===== src/rtl/pc_stack.sv =====
// rtl/pc_stack.sv - program counter with hardware return-address stack
//
// Parameters
//   IMW       PC / instruction-memory address width (>= 2)
//   RSD       return-stack depth in entries (>= 1)
//   RESET_PC  PC value after reset or start
//
// Ports
//   clk           rising-edge clock
//   rst_n         asynchronous active-low reset
//   start         synchronous restart: PC to RESET_PC, stack flushed, flags cleared
//   stall         hold all state this cycle
//   branch_taken  absolute jump to pc_in
//   branch_rel    relative jump by sign-extended pc_in
//   call          push PC+1, jump to pc_in
//   ret           pop return address into PC
//   err_clr       clear sticky overflow/underflow
//   pc_in         target address or two's-complement offset
//   pc_out        registered fetch address
//   depth         number of valid stack entries
//   stack_empty   depth == 0
//   stack_full    depth == RSD
//   overflow      sticky: call while full
//   underflow     sticky: ret while empty

module pc_stack #(
    parameter int             IMW      = 4,
    parameter int             RSD      = 4,
    parameter logic [IMW-1:0] RESET_PC = '0
) (
    input  logic                     clk,
    input  logic                     rst_n,
    input  logic                     start,
    input  logic                     stall,
    input  logic                     branch_taken,
    input  logic                     branch_rel,
    input  logic                     call,
    input  logic                     ret,
    input  logic                     err_clr,
    input  logic [IMW-1:0]           pc_in,
    output logic [IMW-1:0]           pc_out,
    output logic [$clog2(RSD+1)-1:0] depth,
    output logic                     stack_empty,
    output logic                     stack_full,
    output logic                     overflow,
    output logic                     underflow
);

    localparam int             DW        = $clog2(RSD + 1);
    localparam logic [DW-1:0]  DEPTH_MAX = DW'(RSD);
    localparam logic [IMW-1:0] PC_ONE    = IMW'(1);

    // One operation is selected per edge; everything of lower priority is dropped.
    typedef enum logic [2:0] {
        OP_INC,
        OP_START,
        OP_HOLD,
        OP_RET,
        OP_CALL,
        OP_JUMP,
        OP_REL
    } op_e;

    op_e            op;

    logic [IMW-1:0] pc_q;
    logic [IMW-1:0] pc_d;
    logic [IMW-1:0] pc_inc;
    logic [IMW-1:0] top_val;
    logic [DW-1:0]  depth_q;
    logic [DW-1:0]  depth_d;
    logic           ovf_q;
    logic           ovf_d;
    logic           unf_q;
    logic           unf_d;
    logic           push_en;
    logic           is_empty;
    logic           is_full;

    // Return-address storage; entry i holds the (i+1)-th pushed address.
    // Contents are not reset: depth alone says which entries are valid.
    logic [IMW-1:0] stack_mem [RSD];

    assign pc_inc   = pc_q + PC_ONE;
    assign is_empty = (depth_q == '0);
    assign is_full  = (depth_q == DEPTH_MAX);

    // Top-of-stack read as a compare-mux so no out-of-range index is ever formed.
    always_comb begin
        top_val = '0;
        for (int i = 0; i < RSD; i++) begin
            if (depth_q == DW'(i + 1)) begin
                top_val = stack_mem[i];
            end
        end
    end

    // Priority decode of the request lines.
    always_comb begin
        op = OP_INC;
        if (start) begin
            op = OP_START;
        end else if (stall) begin
            op = OP_HOLD;
        end else if (ret) begin
            op = OP_RET;
        end else if (call) begin
            op = OP_CALL;
        end else if (branch_taken) begin
            op = OP_JUMP;
        end else if (branch_rel) begin
            op = OP_REL;
        end
    end

    // Next-state computation for the selected operation.
    always_comb begin
        pc_d    = pc_q;
        depth_d = depth_q;
        ovf_d   = ovf_q;
        unf_d   = unf_q;
        push_en = 1'b0;

        // Clear first so that an error raised below in the same cycle wins.
        if (op != OP_START && op != OP_HOLD && err_clr) begin
            ovf_d = 1'b0;
            unf_d = 1'b0;
        end

        case (op)
            OP_START: begin
                pc_d    = RESET_PC;
                depth_d = '0;
                ovf_d   = 1'b0;
                unf_d   = 1'b0;
            end
            OP_HOLD: begin
                pc_d = pc_q;
            end
            OP_RET: begin
                if (is_empty) begin
                    pc_d  = pc_inc;
                    unf_d = 1'b1;
                end else begin
                    pc_d    = top_val;
                    depth_d = depth_q - DW'(1);
                end
            end
            OP_CALL: begin
                pc_d = pc_in;
                if (is_full) begin
                    ovf_d = 1'b1;
                end else begin
                    push_en = 1'b1;
                    depth_d = depth_q + DW'(1);
                end
            end
            OP_JUMP: begin
                pc_d = pc_in;
            end
            OP_REL: begin
                // Same-width add is the modulo-2^IMW sum with the sign-extended offset.
                pc_d = pc_q + pc_in;
            end
            default: begin
                pc_d = pc_inc;
            end
        endcase
    end

    always_ff @(posedge clk or negedge rst_n) begin
        if (!rst_n) begin
            pc_q    <= RESET_PC;
            depth_q <= '0;
            ovf_q   <= 1'b0;
            unf_q   <= 1'b0;
        end else begin
            pc_q    <= pc_d;
            depth_q <= depth_d;
            ovf_q   <= ovf_d;
            unf_q   <= unf_d;
        end
    end

    // Push writes the slot just above the current top, i.e. index depth_q.
    always_ff @(posedge clk) begin
        for (int i = 0; i < RSD; i++) begin
            if (push_en && depth_q == DW'(i)) begin
                stack_mem[i] <= pc_inc;
            end
        end
    end

    assign pc_out      = pc_q;
    assign depth       = depth_q;
    assign stack_empty = is_empty;
    assign stack_full  = is_full;
    assign overflow    = ovf_q;
    assign underflow   = unf_q;

endmodule


===== config.mk =====
export PLATFORM = sky130hd
export DESIGN_NAME = pc_stack
export DESIGN_NICKNAME = d
export VERILOG_FILES = /design/src/rtl/pc_stack.sv
export SDC_FILE = /design/constraint.sdc
export NUM_CORES = 1
export LEC_CHECK = 0
export CAP_MARGIN = 20
export CORE_ASPECT_RATIO = 1.4
export CORE_MARGIN = 3
export CORE_UTILIZATION = 45
export DETAILED_ROUTE_END_ITERATION = 7
export MAX_ROUTING_LAYER = met4
export PLACE_DENSITY_LB_ADDON = 0.1
export SLEW_MARGIN = 25
export SYNTH_ARGS = -nofsm -noshare
export SYNTH_HDL_FRONTEND = slang
export SYNTH_SLANG_ARGS = --single-unit

===== constraint.sdc =====
create_clock -name clk -period 2.28 [get_ports clk]
set_input_delay 0.456 -clock clk [delete_from_list [all_inputs] [get_ports clk]]
set_output_delay 0.456 -clock clk [all_outputs]
set_load 0.01 [all_outputs]

# [Word level (Yosys, flattened, before mapping)]
# Memory sizes are Yosys's and may differ from the RTL's.
# Cells that the tools add are included.
[word_totals] ff_bits=9 mem_bits_rw=16 in_bits=13 output_inout_bits=11 wordCells=76 memories=1
[classes] add_sub_neg=4 n_eq_ne=14 mux=40 n_reduce_logical=13
[mem_list] name="stack_mem" words=4 word_bits=4 read_ports=4 rd_clocked_by_memory_dff=0 wr=1 line_no="82" text="logic [IMW-1:0] stack_mem [RSD];"
[ops] op="4-bit two-way mux" count=8
[ops] op="3-bit two-way mux" count=8
[ops] op="4-bit one-hot mux with 5 select lines" count=1
[ops] op="1-bit two-way mux" count=17
[ops] op="3-bit by 2-bit == test with 1-bit output (second input constant)" count=4
[ops] op="3-bit == test (second input constant)" count=4
[ops] op="4-bit OR reduction" count=3
[ops] op="3-bit one-hot mux with 3 select lines" count=1
[ops] op="3-bit by 1-bit == test with 1-bit output (second input constant)" count=2
[ops] op="1-bit logical AND" count=6
[ops] op="2-bit two-way mux" count=3
[ops] op="4-bit by 1-bit adder with 4-bit output (second input constant)" count=1
[ops] op="4-bit adder" count=1
[ops] op="2-bit inequality test (second input constant)" count=2
[ops] op="1-bit one-hot mux with 2 select lines" count=2
[ops] op="3-bit by 1-bit adder with 3-bit output (second input constant)" count=1
[ops] op="3-bit zero test" count=1
[ops] op="3-bit by 1-bit inequality test with 1-bit output (second input constant)" count=1
[ops] op="3-bit by 2-bit inequality test with 1-bit output (second input constant)" count=1
[ops] op="3-bit AND reduction" count=1
[ops] op="3-bit nonzero test" count=1
[ops] op="3-bit by 1-bit subtractor with 3-bit output (second input constant)" count=1
[ops] op="2-bit OR reduction" count=1

# [Longest topological paths before layout]
[depth] word_depth=15 mapped_depth=8 mapped_depth_nobuf=7

# [Worst setup path before layout]
# Ideal clock, no wire load.
[synth_path] path_type="input to register" start="in ret" end="mem stack_mem[1][0], enable pin" setup_time_ns=0.367 arrival_ns=1.465 required_ns=1.913 path_slack_ns=0.448 stages=4 n_path_buf=1 path_cell_list="buf_4 > nor3_4 > nand2_1 > nor3b_1"
[synth_via] elab_chain_cells=12 word_cells_on_any_way=26 cone_classes="1 x eq/ne; 18 x mux; 7 x reduce/logical"
[synth_lines] element="start: declaration" line_no="38" text="input logic ret,"
[synth_lines] element="3-bit two-way mux (*)" line_no="105" text="end else if (ret) begin"
[synth_lines] element="3-bit two-way mux (*)" line_no="103" text="end else if (stall) begin"
[synth_lines] element="3-bit two-way mux (*)" line_no="101" text="if (start) begin"
[synth_lines] element="3-bit == test (*)" line_no="130" text="case (op)"
[synth_lines] element="1-bit two-way mux (*)" line_no="130"
[synth_lines] element="1-bit logical AND" line_no="188" text="if (push_en && depth_q == DW'(i)) begin"
[synth_lines] element="1-bit two-way mux" line_no="188"
[synth_lines] element="1-bit two-way mux (not written as such)" line_no="189" text="stack_mem[i] <= pc_inc;"
[synth_lines] element="4-bit OR reduction (no source line)"
[synth_lines] element="2-bit two-way mux (no source line) or 1-bit two-way mux (tied branches) (3 in a row)"
[synth_lines] element="end: declaration" line_no="82"
# Every way passes the cells marked *; elsewhere a longest branch is shown, timed or not.

# [Final worst setup path]
[layout_path] start="reg depth_q[1] (netlist: depth[1])" end="out stack_full"
[layout_via] elab_chain_cells=1
[layout_lines] element="start: declaration" line_no="70" text="logic [DW-1:0] depth_q;"
[layout_lines] element="start signal: assignment" line_no="179" text="depth_q <= depth_d;"
[layout_lines] element="3-bit == test" line_no="86" text="assign is_full = (depth_q == DEPTH_MAX);"
[layout_lines] element="end: declaration" line_no="44" text="output logic stack_full,"
# No other way between the ends.

==> results.txt <==
The part of the power in registers came out at 0.475. The combinational family with the most area after synthesis is compound AO/OA/AOI/OAI gates. The final wirelength is 3.55 mm. Registers take 707 um2. The measured slew at the worst slew-check pin is 0.495 ns. The area growth from synthesis to layout came out at 25.3%. The area fraction of the dominant cell type after synthesis came out at 0.313. The net count after synthesis came out at 165. The overall power consumption is 1.15 mW. The total overflow reported by the global router is 0. The horizontal extent of the die came out at 55.4 um. The post-synthesis instance area is 1540 um2. The post-route worst setup slack is 0.0953 ns.

In this run the critical register-to-register path is launched from depth[0]$_DFFE_PN0P_. The summed negative setup slack over all endpoints is 0 ns. The via count of the first global-routing pass was 1220.

The routability congestion estimate came out at 0.847. The placeable core region is 3180 um2. The worst setup path category is flip-flop to output pin.

The die area is 4160 um2. The detail-routed net length per standard cell came out at 16.7 um. The required time at the worst-slack endpoint is 1.82 ns. The combinational power share came out at 0.287.

The final design instance area without fill is 1920 um2. The delay contributed by the slowest stage of the critical path came out at 0.52 ns. The power density over cell area came out at 600 nW/um2. Along the worst path, the maximum fanout reaches 5. The length of the first detailed-routing pass in iterations is 4. The fraction of synthesized cell area in xor and xnor cells came out at 0.0342. In this run the critical register-to-register path is captured at pc_out[3]$_DFFE_PN0N_. The final number of hold-violating endpoints came out at 0.

The clock latency of the later-clocked register in the worst-skew pair came out at 0.27 ns. Averaged over all synthesized cells, the footprint is 10.9 um2. In the synthesized netlist the dominant register cell turns out to be sky130_fd_sc_hd__edfxtp_1. The biggest area contributor in the post-synthesis netlist is sky130_fd_sc_hd__edfxtp_1. The path class of the tightest hold or removal check is input port to asynchronous set/reset pin.

The leakage power summed over all cells came out at 0.755 nW. In this run, synthesis produced a sequential element count of 25. The combined area of the multi-input logic cells is 773 um2.

The number of sinks on the clock net came out at 25. Including well taps, the total number of placed cells is 209. The data arrival time of the critical path came out at 1.73 ns. Summed over all nets, the switching power comes to 349 uW.

The overall global routing resource usage came out at 0.189. The number of DRC violations after detailed routing is 0. The internal power contribution came out at 805 uW. The non-filler instance count after layout came out at 213. The chip height came out at 75.1 um. The number of buffers and inverters on the critical path came out at 3. For this block, the initial DRC count from the detailed router was 52. Hold repair after CTS inserted 0 buffers. The final-report max-slew violation count came to 0. The worst-case register-to-register setup slack is 0.39 ns. The buffer count from post-CTS setup fixing came out at 0. The top-level I/O count is 24. The flow ran to the end, and the final reports show no timing, DRC or antenna violations. The clock period could shrink to 2.18 ns.

Of the total power, the clock network draws 0.238. STA classifies the critical path startpoint as a flip-flop. The achievable frequency is 0.458 GHz. The instance area at placement came out at 1860 um2. The number of library cell types mapped by synthesis came out at 48.

The maximum ir drop on the vdd rail came out at 0.463 mV. The root buffer cell is sky130_fd_sc_hd__clkbuf_8. The clock tree from TritonCTS is done. Of the total synthesized cell area, the portion taken by AND, OR, NAND and NOR gates is 0.168.

The initial standard-cell utilization of the core is 0.482. The worst-case setup slack after placement is 0.0718 ns. The remaining max-slew budget at the tightest pin is 0.669.

The fraction of synthesis flops using an asynchronous set or reset pin came out at 0.360. The maximum number of pins on one net before global-route repair came out at 16. The cell with the largest stage delay on the worst path is sky130_fd_sc_hd__clkdlybuf4s50_1. In this run the number of cells on the critical path is 5.

In the final layout, the share of cells above drive strength 1 is 0.149. The first global-routing pass estimated 5.98 mm of wire. The number of buffers on the longest clock path is 2. The fraction of power spent switching nets came out at 0.302. The setup-violating endpoint count in the final report came out at 0. Across all layers, the routed design uses 1214 vias. The number of vias per cell is 5.70. Setup repair after global routing left no endpoint under its margin.

The adder-cell area share of the yosys netlist came out at 0.0945. The fill cell total of the finished layout is 300. The final core area utilization is 0.604.

The H-tree level count is 1. The tool flagged a number of max-cap violations equal to 0. The count of nets left with antenna violations after detail routing is 0. The number of nets in the finished design came out at 199. The number of gates resized after cts came out at 0. The worst hold slack after final layout is 0.505 ns. Yosys attributes the largest share of cell area to sky130_fd_sc_hd__edfxtp_1 31%, sky130_fd_sc_hd__dfrtp_1 15%, sky130_fd_sc_hd__ha_1 8.1%.

The kind of cell with the highest combined delay on the critical path is buffers and inverters. Of the available clock period, the critical path in the final layout requires 0.958. By instance count, the cell type seen most on the critical path is sky130_fd_sc_hd__inv_1. The fraction of synthesized area in multiplexers came out at 0.0334. The complex-gate fraction of the synthesized area was 0.169. The number of warnings issued by yosys is 0.

For the final database, setup skew stands at 0.00884 ns. The count of buffers added on input and output ports is 23. Clock-pin slew was measured on the worst setup and hold paths at 0.10 ns. The endpoint kind of the worst setup timing path is an output pin. The half-perimeter wire length after placement is 2.77 mm. The count of mapped cells out of synthesis is 141. The number of synthesized flops with an enable pin came out at 16. The part of the Yosys area used for sequential elements is 0.460. The signal on the critical path passes through inv_1 > ha_2 > nand2_2 > inv_1 > clkdlybuf4s50_1. The number of buffers added by the clock tree synthesis step is 3. The initial antenna violation count is 0. The count of antenna diodes in the layout came out at 0. The placement row count came out at 24. The cell depth of the worst flop-to-flop path came out at 7.
==> layout make-up <==
cell class / instances / share of cell area
Sequential cell: 25 / 0.368
Multi-Input combinational cell: 104 / 0.402
Clock inverter: 1 / 0.00390
Clock buffer: 3 / 0.0215
Timing Repair Buffer: 35 / 0.168
Inverter: 6 / 0.0117
Tap cell: 39 / 0.0254
==> worst max-delay path by stage <==
stage | from | to | slack [ns]
2_1_floorplan | ret | stack_mem[1][0]$_DFFE_PP_ | 0.45
4_1_cts | depth[0]$_DFFE_PN0P_ | stack_empty | 0.01
6_report | depth[1]$_DFFE_PN0P_ | stack_full | 0.1
3_3_place_gp | pc_in[0] | pc_out[1]$_DFFE_PN0N_ | 0.10
3_5_place_dp | pc_in[0] | pc_out[1]$_DFFE_PN0N_ | 0.07
5_1_grt | depth[1]$_DFFE_PN0P_ | stack_full | 0.01
==> worst register-to-register path, stage by stage (launching register included) <==
cell and delay, ns:
sky130_fd_sc_hd__dfrtp_2 0.42, sky130_fd_sc_hd__inv_2 0.07, sky130_fd_sc_hd__ha_1 0.27, sky130_fd_sc_hd__nor2b_1 0.30, sky130_fd_sc_hd__a221oi_1 0.12, sky130_fd_sc_hd__nor4_1 0.42
sky130_fd_sc_hd__nor2_1 0.09, sky130_fd_sc_hd__a31oi_1 0.13
==> flip-flops by register name (all words and copies together), names as in the netlist <==
name       count
underflow      1
overflow       1
stack_mem     16
pc_out         4
depth          3
==> cells in the mapped netlist, types with 2 or more instances <==
master                     count
sky130_fd_sc_hd__nor2_1       11
sky130_fd_sc_hd__nand3_1       4
sky130_fd_sc_hd__a221o_1       2
sky130_fd_sc_hd__ha_1         10
sky130_fd_sc_hd__nand4_1       2
sky130_fd_sc_hd__a221oi_1      2
sky130_fd_sc_hd__dfrtp_1       9
sky130_fd_sc_hd__inv_1         6
sky130_fd_sc_hd__o21a_1        2
sky130_fd_sc_hd__a31oi_1       3
sky130_fd_sc_hd__nor2b_1       2
sky130_fd_sc_hd__nand2b_1      2
sky130_fd_sc_hd__edfxtp_1     16
sky130_fd_sc_hd__or3_1         3
sky130_fd_sc_hd__o21ai_0       3
sky130_fd_sc_hd__xor2_1        3
sky130_fd_sc_hd__a22o_1        3
sky130_fd_sc_hd__buf_4         2
sky130_fd_sc_hd__buf_2         3
sky130_fd_sc_hd__xnor2_1       3
sky130_fd_sc_hd__nor3_1        2
sky130_fd_sc_hd__mux2i_1       4
sky130_fd_sc_hd__a21oi_1       8
sky130_fd_sc_hd__nor3b_1       3
sky130_fd_sc_hd__nand2_1      10
==> cells in the final DEF (no fill, tap or decap), types with 5 or more instances in the layout <==
master,count
sky130_fd_sc_hd__edfxtp_1,16
sky130_fd_sc_hd__inv_1,5
sky130_fd_sc_hd__dfrtp_1,8
sky130_fd_sc_hd__a21oi_1,8
sky130_fd_sc_hd__nand2_1,9
sky130_fd_sc_hd__nor2_1,11
sky130_fd_sc_hd__ha_1,9
sky130_fd_sc_hd__clkdlybuf4s50_1,22
sky130_fd_sc_hd__buf_4,12
==> cell families (layout without fill, tap and decap cells) <==
kind of cell,after synthesis,in the layout
AO/OA/AOI/OAI,36,36
AND/OR/NAND/NOR,46,46
XOR/XNOR,6,6
adder cells (fa/ha/maj),11,11
flip-flops,25,25
buffers and inverters,12,45
multiplexers,5,5
==> routing by layer <==
layer / track usage / vias to the layer above / part of all wire
met5: - / - / 0
met4: 0.0405 / 0 / 0.0068
met3: 0.0206 / 5 / 0.042
met2: 0.330 / 43 / 0.52
met1: 0.238 / 571 / 0.43
li1: - / 595 / -
==> power by group through the flow <==
stage / clock network, mW / logic, mW / registers [mW]
final: 0.275 / 0.331 / 0.549
after global routing: 0.291 / 0.364 / 0.554
after CTS: 0.273 / 0.330 / 0.548
after detailed placement: 0 / 0.328 / 0.558
after global placement: 0 / 0.323 / 0.556
after floorplan: 0 / 0.188 / 0.558
No activity file was read; power rests on OpenSTA's default activity.
